`config.mk`:
```
export PLATFORM = sky130hd
export DESIGN_NAME = board_fetch_arbiter_flat
export DESIGN_NICKNAME = d
export VERILOG_FILES = /design/src/rtl/board_fetch_arbiter_if.sv /design/src/rtl/board_fetch_arbiter.sv /design/src/flat_wrapper.sv
export SDC_FILE = /design/constraint.sdc
export NUM_CORES = 1
export LEC_CHECK = 0
export BUFFER_PORTS_ARGS = -buffer_cell sky130_fd_sc_hd__buf_4
export CORE_UTILIZATION = 47
export CTS_BUF_LIST = sky130_fd_sc_hd__clkbuf_16
export DETAILED_ROUTE_END_ITERATION = 12
export GPL_ROUTABILITY_DRIVEN = 0
export GPL_TIMING_DRIVEN = 0
export PLACE_DENSITY = 0.64
export SYNTH_ARGS = -nofsm -noshare
export SYNTH_HDL_FRONTEND = slang
export SYNTH_SLANG_ARGS = --single-unit
export TNS_END_PERCENT = 5
```
`constraint.sdc`:
```
create_clock -name vga_clk -period 1.95 [get_ports vga_clk]
set_input_delay 0.2925 -clock vga_clk [delete_from_list [all_inputs] [get_ports vga_clk]]
set_output_delay 0.2925 -clock vga_clk [all_outputs]
set_load 0.03 [all_outputs]
```
`src/rtl/board_fetch_arbiter_if.sv`:
```
// Board-memory port and game-logic request channel shared by the fetch arbiter.
// master = arbiter side (drives memory, grants game); slave = memory/game side.
interface board_fetch_arbiter_if;
  logic [5:0] mem_addr;
  logic       mem_rd_en;
  logic       mem_wr_en;
  logic [3:0] mem_wdata;
  logic [3:0] mem_rdata;

  logic       game_req;
  logic       game_we;
  logic [5:0] game_addr;
  logic [3:0] game_wdata;
  logic       game_gnt;
  logic [3:0] game_rdata;
  logic       game_rvalid;

  modport master (
    output mem_addr, mem_rd_en, mem_wr_en, mem_wdata,
    input  mem_rdata,
    input  game_req, game_we, game_addr, game_wdata,
    output game_gnt, game_rdata, game_rvalid
  );

  modport slave (
    input  mem_addr, mem_rd_en, mem_wr_en, mem_wdata,
    output mem_rdata,
    output game_req, game_we, game_addr, game_wdata,
    input  game_gnt, game_rdata, game_rvalid
  );
endinterface

```
`src/rtl/board_fetch_arbiter.sv`:
```
// Shares the board memory between a per-line row prefetcher and the game logic; square_* are 1-cycle registered.
// Game requests stall (held until game_gnt) for at most one GAME + FETCH + DRAIN; a missed swap sets sticky underrun.
module board_fetch_arbiter (
  input  logic                         vga_clk,
  input  logic                         reset_n,
  input  logic [9:0]                   DrawX,
  input  logic [9:0]                   DrawY,
  board_fetch_arbiter_if.master        bus,
  output logic [3:0]                   square_code,
  output logic                         square_on,
  output logic                         fetch_busy,
  output logic                         underrun
);

  typedef enum logic [2:0] {IDLE, GAME, FETCH, DRAIN, READY} state_t;

  state_t          state;
  logic [2:0]      cnt;
  logic [2:0]      fetch_row;
  logic [2:0]      cap_col;
  logic            cap_vld;
  logic            pending;
  logic            shadow_full;
  logic [7:0][3:0] shadow;
  logic [7:0][3:0] active;
  logic [3:0]      rdata_hold;

  logic [9:0]      next_y;
  logic            trig;
  logic            swap;
  logic            miss;
  logic            on_c;
  logic [2:0]      row;
  logic [2:0]      col;

  // Inputs never exceed 479 where the result matters, so a compare ladder replaces the divider.
  function automatic logic [2:0] div60(input logic [9:0] v);
    if (v < 10'd60)       return 3'd0;
    else if (v < 10'd120) return 3'd1;
    else if (v < 10'd180) return 3'd2;
    else if (v < 10'd240) return 3'd3;
    else if (v < 10'd300) return 3'd4;
    else if (v < 10'd360) return 3'd5;
    else if (v < 10'd420) return 3'd6;
    else                  return 3'd7;
  endfunction

  assign next_y = (DrawY == 10'd524) ? 10'd0 : DrawY + 10'd1;
  assign trig   = (DrawX == 10'd640) && (next_y < 10'd480);
  assign row    = div60(next_y);
  assign col    = div60(DrawX - 10'd80);
  assign swap   = (DrawX == 10'd799) && shadow_full;
  assign miss   = (DrawX == 10'd799) && (next_y < 10'd480) && !shadow_full;
  assign on_c   = (DrawX >= 10'd80) && (DrawX <= 10'd559) && (DrawY < 10'd480);

  // Read data is presented in the rvalid cycle straight from memory, then held.
  assign bus.game_rdata = bus.game_rvalid ? bus.mem_rdata : rdata_hold;

  always_ff @(posedge vga_clk or negedge reset_n) begin
    if (!reset_n) begin
      state           <= IDLE;
      cnt             <= 3'd0;
      fetch_row       <= 3'd0;
      cap_col         <= 3'd0;
      cap_vld         <= 1'b0;
      pending         <= 1'b0;
      shadow_full     <= 1'b0;
      shadow          <= '0;
      active          <= '0;
      rdata_hold      <= 4'd0;
      bus.mem_addr    <= 6'd0;
      bus.mem_rd_en   <= 1'b0;
      bus.mem_wr_en   <= 1'b0;
      bus.mem_wdata   <= 4'd0;
      bus.game_gnt    <= 1'b0;
      bus.game_rvalid <= 1'b0;
      fetch_busy      <= 1'b0;
      underrun        <= 1'b0;
    end else begin
      bus.mem_addr    <= 6'd0;
      bus.mem_rd_en   <= 1'b0;
      bus.mem_wr_en   <= 1'b0;
      bus.mem_wdata   <= 4'd0;
      bus.game_gnt    <= 1'b0;
      bus.game_rvalid <= 1'b0;

      // A fetch read issued this cycle returns next cycle into column cnt.
      cap_vld <= (state == FETCH);
      cap_col <= cnt;
      if (cap_vld)
        shadow[cap_col] <= bus.mem_rdata;
      if (bus.game_rvalid)
        rdata_hold <= bus.mem_rdata;

      if (swap) begin
        active      <= shadow;
        shadow_full <= 1'b0;
      end
      if (miss)
        underrun <= 1'b1;

      case (state)
        IDLE, READY: begin
          if (trig || pending) begin
            state         <= FETCH;
            pending       <= 1'b0;
            cnt           <= 3'd0;
            fetch_row     <= row;
            shadow_full   <= 1'b0;
            fetch_busy    <= 1'b1;
            bus.mem_rd_en <= 1'b1;
            bus.mem_addr  <= {row, 3'd0};
          end else if (bus.game_req) begin
            state         <= GAME;
            bus.game_gnt  <= 1'b1;
            bus.mem_rd_en <= !bus.game_we;
            bus.mem_wr_en <= bus.game_we;
            bus.mem_addr  <= bus.game_addr;
            bus.mem_wdata <= bus.game_wdata;
          end else if (swap) begin
            state <= IDLE;
          end
        end

        GAME: begin
          pending         <= pending | trig;
          bus.game_rvalid <= bus.mem_rd_en;
          state           <= (shadow_full && !swap) ? READY : IDLE;
        end

        FETCH: begin
          if (cnt == 3'd7) begin
            state <= DRAIN;
          end else begin
            cnt           <= cnt + 3'd1;
            bus.mem_rd_en <= 1'b1;
            bus.mem_addr  <= {fetch_row, cnt + 3'd1};
          end
        end

        DRAIN: begin
          fetch_busy  <= 1'b0;
          shadow_full <= 1'b1;
          // Granting straight out of DRAIN keeps the worst-case game wait at 10 cycles.
          if (bus.game_req) begin
            state         <= GAME;
            bus.game_gnt  <= 1'b1;
            bus.mem_rd_en <= !bus.game_we;
            bus.mem_wr_en <= bus.game_we;
            bus.mem_addr  <= bus.game_addr;
            bus.mem_wdata <= bus.game_wdata;
          end else begin
            state <= READY;
          end
        end

        default: state <= IDLE;
      endcase
    end
  end

  always_ff @(posedge vga_clk or negedge reset_n) begin
    if (!reset_n) begin
      square_on   <= 1'b0;
      square_code <= 4'd0;
    end else begin
      square_on   <= on_c;
      square_code <= on_c ? active[col] : 4'd0;
    end
  end

endmodule

```
`src/flat_wrapper.sv`:
```
// flat-port wrapper written by rule: the top's interface ports become plain ports
module board_fetch_arbiter_flat 
  (vga_clk, reset_n, DrawX, DrawY, square_code, square_on, fetch_busy, underrun, bus_mem_addr, bus_mem_rd_en, bus_mem_wr_en, bus_mem_wdata, bus_mem_rdata, bus_game_req, bus_game_we, bus_game_addr, bus_game_wdata, bus_game_gnt, bus_game_rdata, bus_game_rvalid);
  board_fetch_arbiter_if bus_i ();
  input  logic vga_clk;
  input  logic reset_n;
  input  logic [9:0] DrawX;
  input  logic [9:0] DrawY;
  output logic [3:0] square_code;
  output logic square_on;
  output logic fetch_busy;
  output logic underrun;
  output wire logic [$bits(bus_i.mem_addr)-1:0] bus_mem_addr;
  output wire logic [$bits(bus_i.mem_rd_en)-1:0] bus_mem_rd_en;
  output wire logic [$bits(bus_i.mem_wr_en)-1:0] bus_mem_wr_en;
  output wire logic [$bits(bus_i.mem_wdata)-1:0] bus_mem_wdata;
  input wire logic [$bits(bus_i.mem_rdata)-1:0] bus_mem_rdata;
  input wire logic [$bits(bus_i.game_req)-1:0] bus_game_req;
  input wire logic [$bits(bus_i.game_we)-1:0] bus_game_we;
  input wire logic [$bits(bus_i.game_addr)-1:0] bus_game_addr;
  input wire logic [$bits(bus_i.game_wdata)-1:0] bus_game_wdata;
  output wire logic [$bits(bus_i.game_gnt)-1:0] bus_game_gnt;
  output wire logic [$bits(bus_i.game_rdata)-1:0] bus_game_rdata;
  output wire logic [$bits(bus_i.game_rvalid)-1:0] bus_game_rvalid;
  assign bus_mem_addr = bus_i.mem_addr;
  assign bus_mem_rd_en = bus_i.mem_rd_en;
  assign bus_mem_wr_en = bus_i.mem_wr_en;
  assign bus_mem_wdata = bus_i.mem_wdata;
  assign bus_i.mem_rdata = bus_mem_rdata;
  assign bus_i.game_req = bus_game_req;
  assign bus_i.game_we = bus_game_we;
  assign bus_i.game_addr = bus_game_addr;
  assign bus_i.game_wdata = bus_game_wdata;
  assign bus_game_gnt = bus_i.game_gnt;
  assign bus_game_rdata = bus_i.game_rdata;
  assign bus_game_rvalid = bus_i.game_rvalid;
  board_fetch_arbiter u_core (.vga_clk(vga_clk), .reset_n(reset_n), .DrawX(DrawX), .DrawY(DrawY), .bus(bus_i), .square_code(square_code), .square_on(square_on), .fetch_busy(fetch_busy), .underrun(underrun));
endmodule
```
* Word level (Yosys, flattened, before mapping)
Index checks and enable logic that the tools add are counted.
Storage, ports and cells: bits in registers 104, input port bits 38, output and inout port bits 25
Cells by class: bitwise logic cells 1, magnitude comparators 21, reduce and logical (&&, ||, !) cells 22, equal/unequal tests 12, add/subtract/negate cells 3, muxes and demuxes 57
Operator list (number):
- less-than comparator 10 x 9 -> 1 bit, second input constant | 8
- two-way mux 3 bit | 20
- less-than comparator 10 x 8 -> 1 bit, second input constant | 4
- bitwise mux 32 bit | 1
- equality test 10 bit, second input constant | 3
- two-way mux 4 bit | 6
- less-than comparator 10 x 6 -> 1 bit, second input constant | 2
- less-than comparator 10 x 7 -> 1 bit, second input constant | 2
- two-way mux 6 bit | 3
- one-hot mux 6 bit (3 select lines) | 1
- two-way mux 1 bit | 14
- binary-select mux 4 bit (select 3 bit) | 1
- demux 4 bit (select 3 bit) | 1
- one-hot mux 3 bit (4 select lines) | 1
- adder 10 x 1 -> 10 bit, second input constant | 1
- greater-or-equal comparator 10 x 7 -> 1 bit, second input constant | 1
- less-or-equal comparator 10 bit, second input constant | 1
- two-way mux 10 bit | 1
- one-hot mux 1 bit (2 select lines) | 5
- subtractor 10 x 7 -> 10 bit, second input constant | 1
- logical AND 1 bit | 8
- less-than comparator 3 x 4 -> 1 bit, second input constant | 2
- one-hot mux 4 bit (2 select lines) | 1
- AND reduction 2 bit | 4
- 17 further kinds | 24

* Logic depth before layout (Yosys ltp)
depth after elaboration 12, mapped depth 9, depth with buffers taken out 7

* Worst setup path after synthesis
No wires, ideal clock.
path kind input -> register, from input port DrawY[4], to register u_core.bus.mem_addr[5], setup time 0.126 ns, buffers on the path 0, stages 7, arrival time 2.352 ns, path slack -0.528 ns, cell sequence or4_1 -> or3_4 -> and3_4 -> o31a_1 -> a31oi_4 -> inv_2 -> a221o_1
On the way: longest elaborated chain between the ends 10, elaborated cells between the ends (all ways) 18, those cells by class 1 x add/sub; 6 x order compare; 1 x eq/ne; 8 x mux; 2 x reduce/logical
RTL lines:
- start: declaration | line flat_wrapper.sv:8 | input logic [9:0] DrawY;
- adder 10 x 1 -> 10 bit or equality test 10 bit (tied branches) | line board_fetch_arbiter.sv:48 | assign next_y = (DrawY == 10'd524) ? 10'd0 : DrawY + 10'd1;
- two-way mux 10 bit * | line board_fetch_arbiter.sv:48
- less-than comparator 10 x 9 -> 1 bit | line board_fetch_arbiter.sv:42 | else if (v < 10'd300) return 3'd4;
- two-way mux 3 bit | line board_fetch_arbiter.sv:42
- two-way mux 3 bit | line board_fetch_arbiter.sv:41 | else if (v < 10'd240) return 3'd3;
- two-way mux 3 bit | line board_fetch_arbiter.sv:40 | else if (v < 10'd180) return 3'd2;
- two-way mux 3 bit | line board_fetch_arbiter.sv:39 | else if (v < 10'd120) return 3'd1;
- two-way mux 3 bit | line board_fetch_arbiter.sv:38 | if (v < 10'd60) return 3'd0;
- two-way mux 6 bit * | line board_fetch_arbiter.sv:104 | if (trig || pending) begin
- one-hot mux 6 bit (3 select lines) * | line board_fetch_arbiter.sv:102 | case (state)
- end signal: assignment | line board_fetch_arbiter.sv:112 | bus.mem_addr <= {row, 3'd0};
- end signal: assignment | line board_fetch_arbiter.sv:118 | bus.mem_addr <= bus.game_addr;
- end signal: assignment | line board_fetch_arbiter.sv:137 | bus.mem_addr <= {fetch_row, cnt + 3'd1};
- end: declaration | line board_fetch_arbiter_if.sv:19 | output mem_addr, mem_rd_en, mem_wr_en, mem_wdata,
Every way passes the cells marked *; elsewhere a longest branch is shown, timed or not. A chain may end at the register's enable or synchronous reset.

* Worst setup path in the final report
Same ends and word-level chain as after synthesis.

==> results by group <==
Outcome
  – Status: finished with violations
  – Failing checks: negative setup slack

Timing
  – Final Critical Period: 2.14 ns
  – Worst hold slack: 0.0643 ns
  – Final setup viols: 21
  – Worst Tran Pin Value: 0.910 ns
  – RSZ-0062 raised after global routing: yes
  – Final Hold Fails: 0
  – Clock Skew: 0.00756 ns
  – Setup ws final: -0.192 ns
  – Period Utilization, post-route: 110%
  – Relative slew slack: 39.3%
  – Highest achievable clock rate: 0.467 GHz
  – Slew Viols, Final: 0

Floorplanning
  – Ports: 63
  – Die X: 104 um
  – Initial Util: 49.1%
  – Die H: 104 um
  – Full die area: 10800 um^2
  – Std-Cell Rows: 36
  – Core Area: 9910 um^2

Worst setup path
  – Worst path cell trace: buf_6 -> or4_4 -> or3_4 -> and3_4 -> o31a_1 -> a31oi_4 -> inv_4 -> a221o_1
  – Crit path capture type: flop
  – CP Max Fanout: 7
  – Crit path largest cell delay: 0.51 ns
  – CP Class: in2reg
  – Critical Path RT: 2.17 ns
  – Worst Reg-to-Reg Cells: 5
  – Crit path DAT: 2.37 ns
  – Slowest cell on the critical path: or4_4
  – CP Launch Type: input pin

Clock tree
  – Number of H-tree levels: 3
  – Num Clock Sinks: 104
  – CTS tree: built
  – CTS Buf Count: 9
  – CTS clk-pin slew, worst paths: 0.07 ns
  – CTS Root Cell: clkbuf_16
  – Clk_lat worst skew: 0.34 ns
  – Clock buffer depth: 2
  – Cts hold-fix bufs: 0

Synth
  – Main area contributors after synthesis: dfrtp_1 (53%), mux2_2 (19%), nand2_1 (2.9%)
  – Asr flop ratio synth: 100%
  – Sequential-to-total area share from yosys stat: 53.5%
  – Synth Cell Area: 4870 um^2
  – Post-synth top area share: 53.5%
  – Cell variety after synth: 62
  – Seq cells post-synth: 104
  – Post-synth EDFFs: 0
  – Yosys top cell by area: dfrtp_1
  – Yosys warning count: 0
  – Syn avg cell area: 11.9 um^2
  – Synth Flop Type: dfrtp_1
  – Synth Instances: 409
  – Mapped Nets: 449

Placement
  – Port buffer count: 59
  – Worst slack, placed: -0.876 ns
  – HPWL after DPL: 7.26 mm
  – Placed cell areas: 5500 um^2

Global routing
  – Grt total ovfl: 0
  – Initial antenna violation count: 0
  – Global-route wire length before repair: 18.0 mm
  – Largest net degree at the start of global routing: 105
  – Overall Global Routing Usage: 21.0%
  – Vias in the first global route: 3557

Power and ir drop
  – Pleak: 2.81 nW
  – Pwr Density: 927 nW/um^2
  – VDD IR max: 0.000528 V

Cells and area
  – Syn-to-layout area delta: 23.5%
  – Design Area, Final: 6010 um^2
  – Commonest cells after routing, fill and taps aside: dfrtp_1 (104), mux2_2 (81), buf_4 (64)
  – Fillers: 832
  – Most common cell after layout, fill and taps aside: dfrtp_1
  – Antenna diodes: 0
  – Number of nets in the layout: 528
  – Layout cells sized above 1: 41.0%

Routing
  – DR pass1 iterations: 4
  – Vias/cell: 5.63
  – DR WL/cell: 17.1 um
  – Routed Antenna Nets: 0
  – Initial drt markers: 142
  – WL final: 10.7 mm
  – Via count: 3522
  – Post-route DRC: 0

Worst hold path
  – HP Class: in2async

Job
  – Max Cap Viol: 0
==> critical path, delay by kind of cell <==
kind / cells / cell delay [ns]
simple gates: 3 / 1.06
compound gates: 3 / 0.85
buf+inv: 2 / 0.17
==> what timing repair did <==
item                                   4_1_cts  5_1_grt
setup buffers                                8        0
resized for setup                           36       13
endpoints found under the hold margin        0        0
gates cloned                                 1        0
pin swaps                                   11        9
setup endpoints to repair                   57       56
==> layer usage <==
layer  wire length (um)  share of wire, %  vias up  track usage (%)
li1                   -                 -     1682                -
met1               4850                45     1739             28.9
met2               5220                49       91             33.9
met3                500               4.7       10             4.22
met4                108               1.0        0             6.22
met5                  0                 0        -                0
==> where the power goes <==
| part | switching, W | internal, W |
|---|---|---|
| logic | 0.000540 | 0.000523 |
| clock network | 0.000766 | 0.000997 |
| registers | 0.000221 | 0.00253 |
| total | 0.00153 | 0.00405 |
==> area by class of cell <==
| class | instances | area (um^2) | area share, % |
|---|---|---|---|
| multi-input combinational | 272 | 2240 | 37.3 |
| sequential | 104 | 2600 | 43.3 |
| clock inverter | 7 | 70.1 | 1.16 |
| timing repair buffer | 68 | 529 | 8.80 |
| inverter | 17 | 66.3 | 1.10 |
| tap | 133 | 166 | 2.77 |
| clock buffer | 9 | 225 | 3.74 |
| buffer | 16 | 111 | 1.85 |
==> synth_stat cells (all sizes together), types with 3 or more instances <==
master and instances:
a21o 6, a21oi 10, a311oi 5, a41o 3, and2 6, and3 3, buf 4, clkbuf 12
dfrtp 104, inv 17, mux2 81, nand2 38, nand3 8, nand4 8, nand4b 4, nor2 10
nor2b 5, nor3 10, o21ai 11, o31ai 4, o32ai 8, or4 3
==> final timing paths <==
check / slack (ns) / start / end
max: -0.19 / DrawY[4] / u_core.bus.mem_addr[5]
min: 0.06 / reset_n / u_core.active[8]
max reg2reg: 0.04 / u_core.state[1] / u_core.cnt[1]
min reg2reg: 0.43 / u_core.cnt[1] / u_core.cap_col[1]
max in group asynchronous: 1.29 / reset_n / u_core.shadow[19]
min in group vga_clk: 0.16 / bus_game_wdata[1] / u_core.bus.mem_wdata[1]
==> state kept, by name (all words and copies together), names as in the netlist, 3 cells and up <==
register              flops
u_core.active            32
u_core.bus.mem_addr       6
u_core.bus.mem_wdata      4
u_core.cap_col            3
u_core.cnt                3
u_core.fetch_row          3
u_core.rdata_hold         4
u_core.shadow            32
u_core.square_code        4
u_core.state              3
==> cells by family (layout without fill, tap and decap cells) <==
logic type	count (synthesis)	count (layout)	share of synthesized area [%]
mux	83	83	19.1
buf+inv	33	117	2.60
compound gates	79	79	12.6
simple gates	108	108	11.7
fa+ha+maj	2	2	0.514
flops	104	104	53.5
==> per-stage QoR <==
step,util [%],power [W],instances,TNS (ns)
3_3_place_gp,55.5,0.00377,601,-34.03
6_report,60.7,0.00558,626,-1.86
5_1_grt,60.7,0.00587,626,-3.88
2_1_floorplan,-,0.00341,409,-14.16
3_5_place_dp,55.5,0.00381,601,-34.67
4_1_cts,60.4,0.00563,626,-3.04
Power figures use the tool's default switching activity.
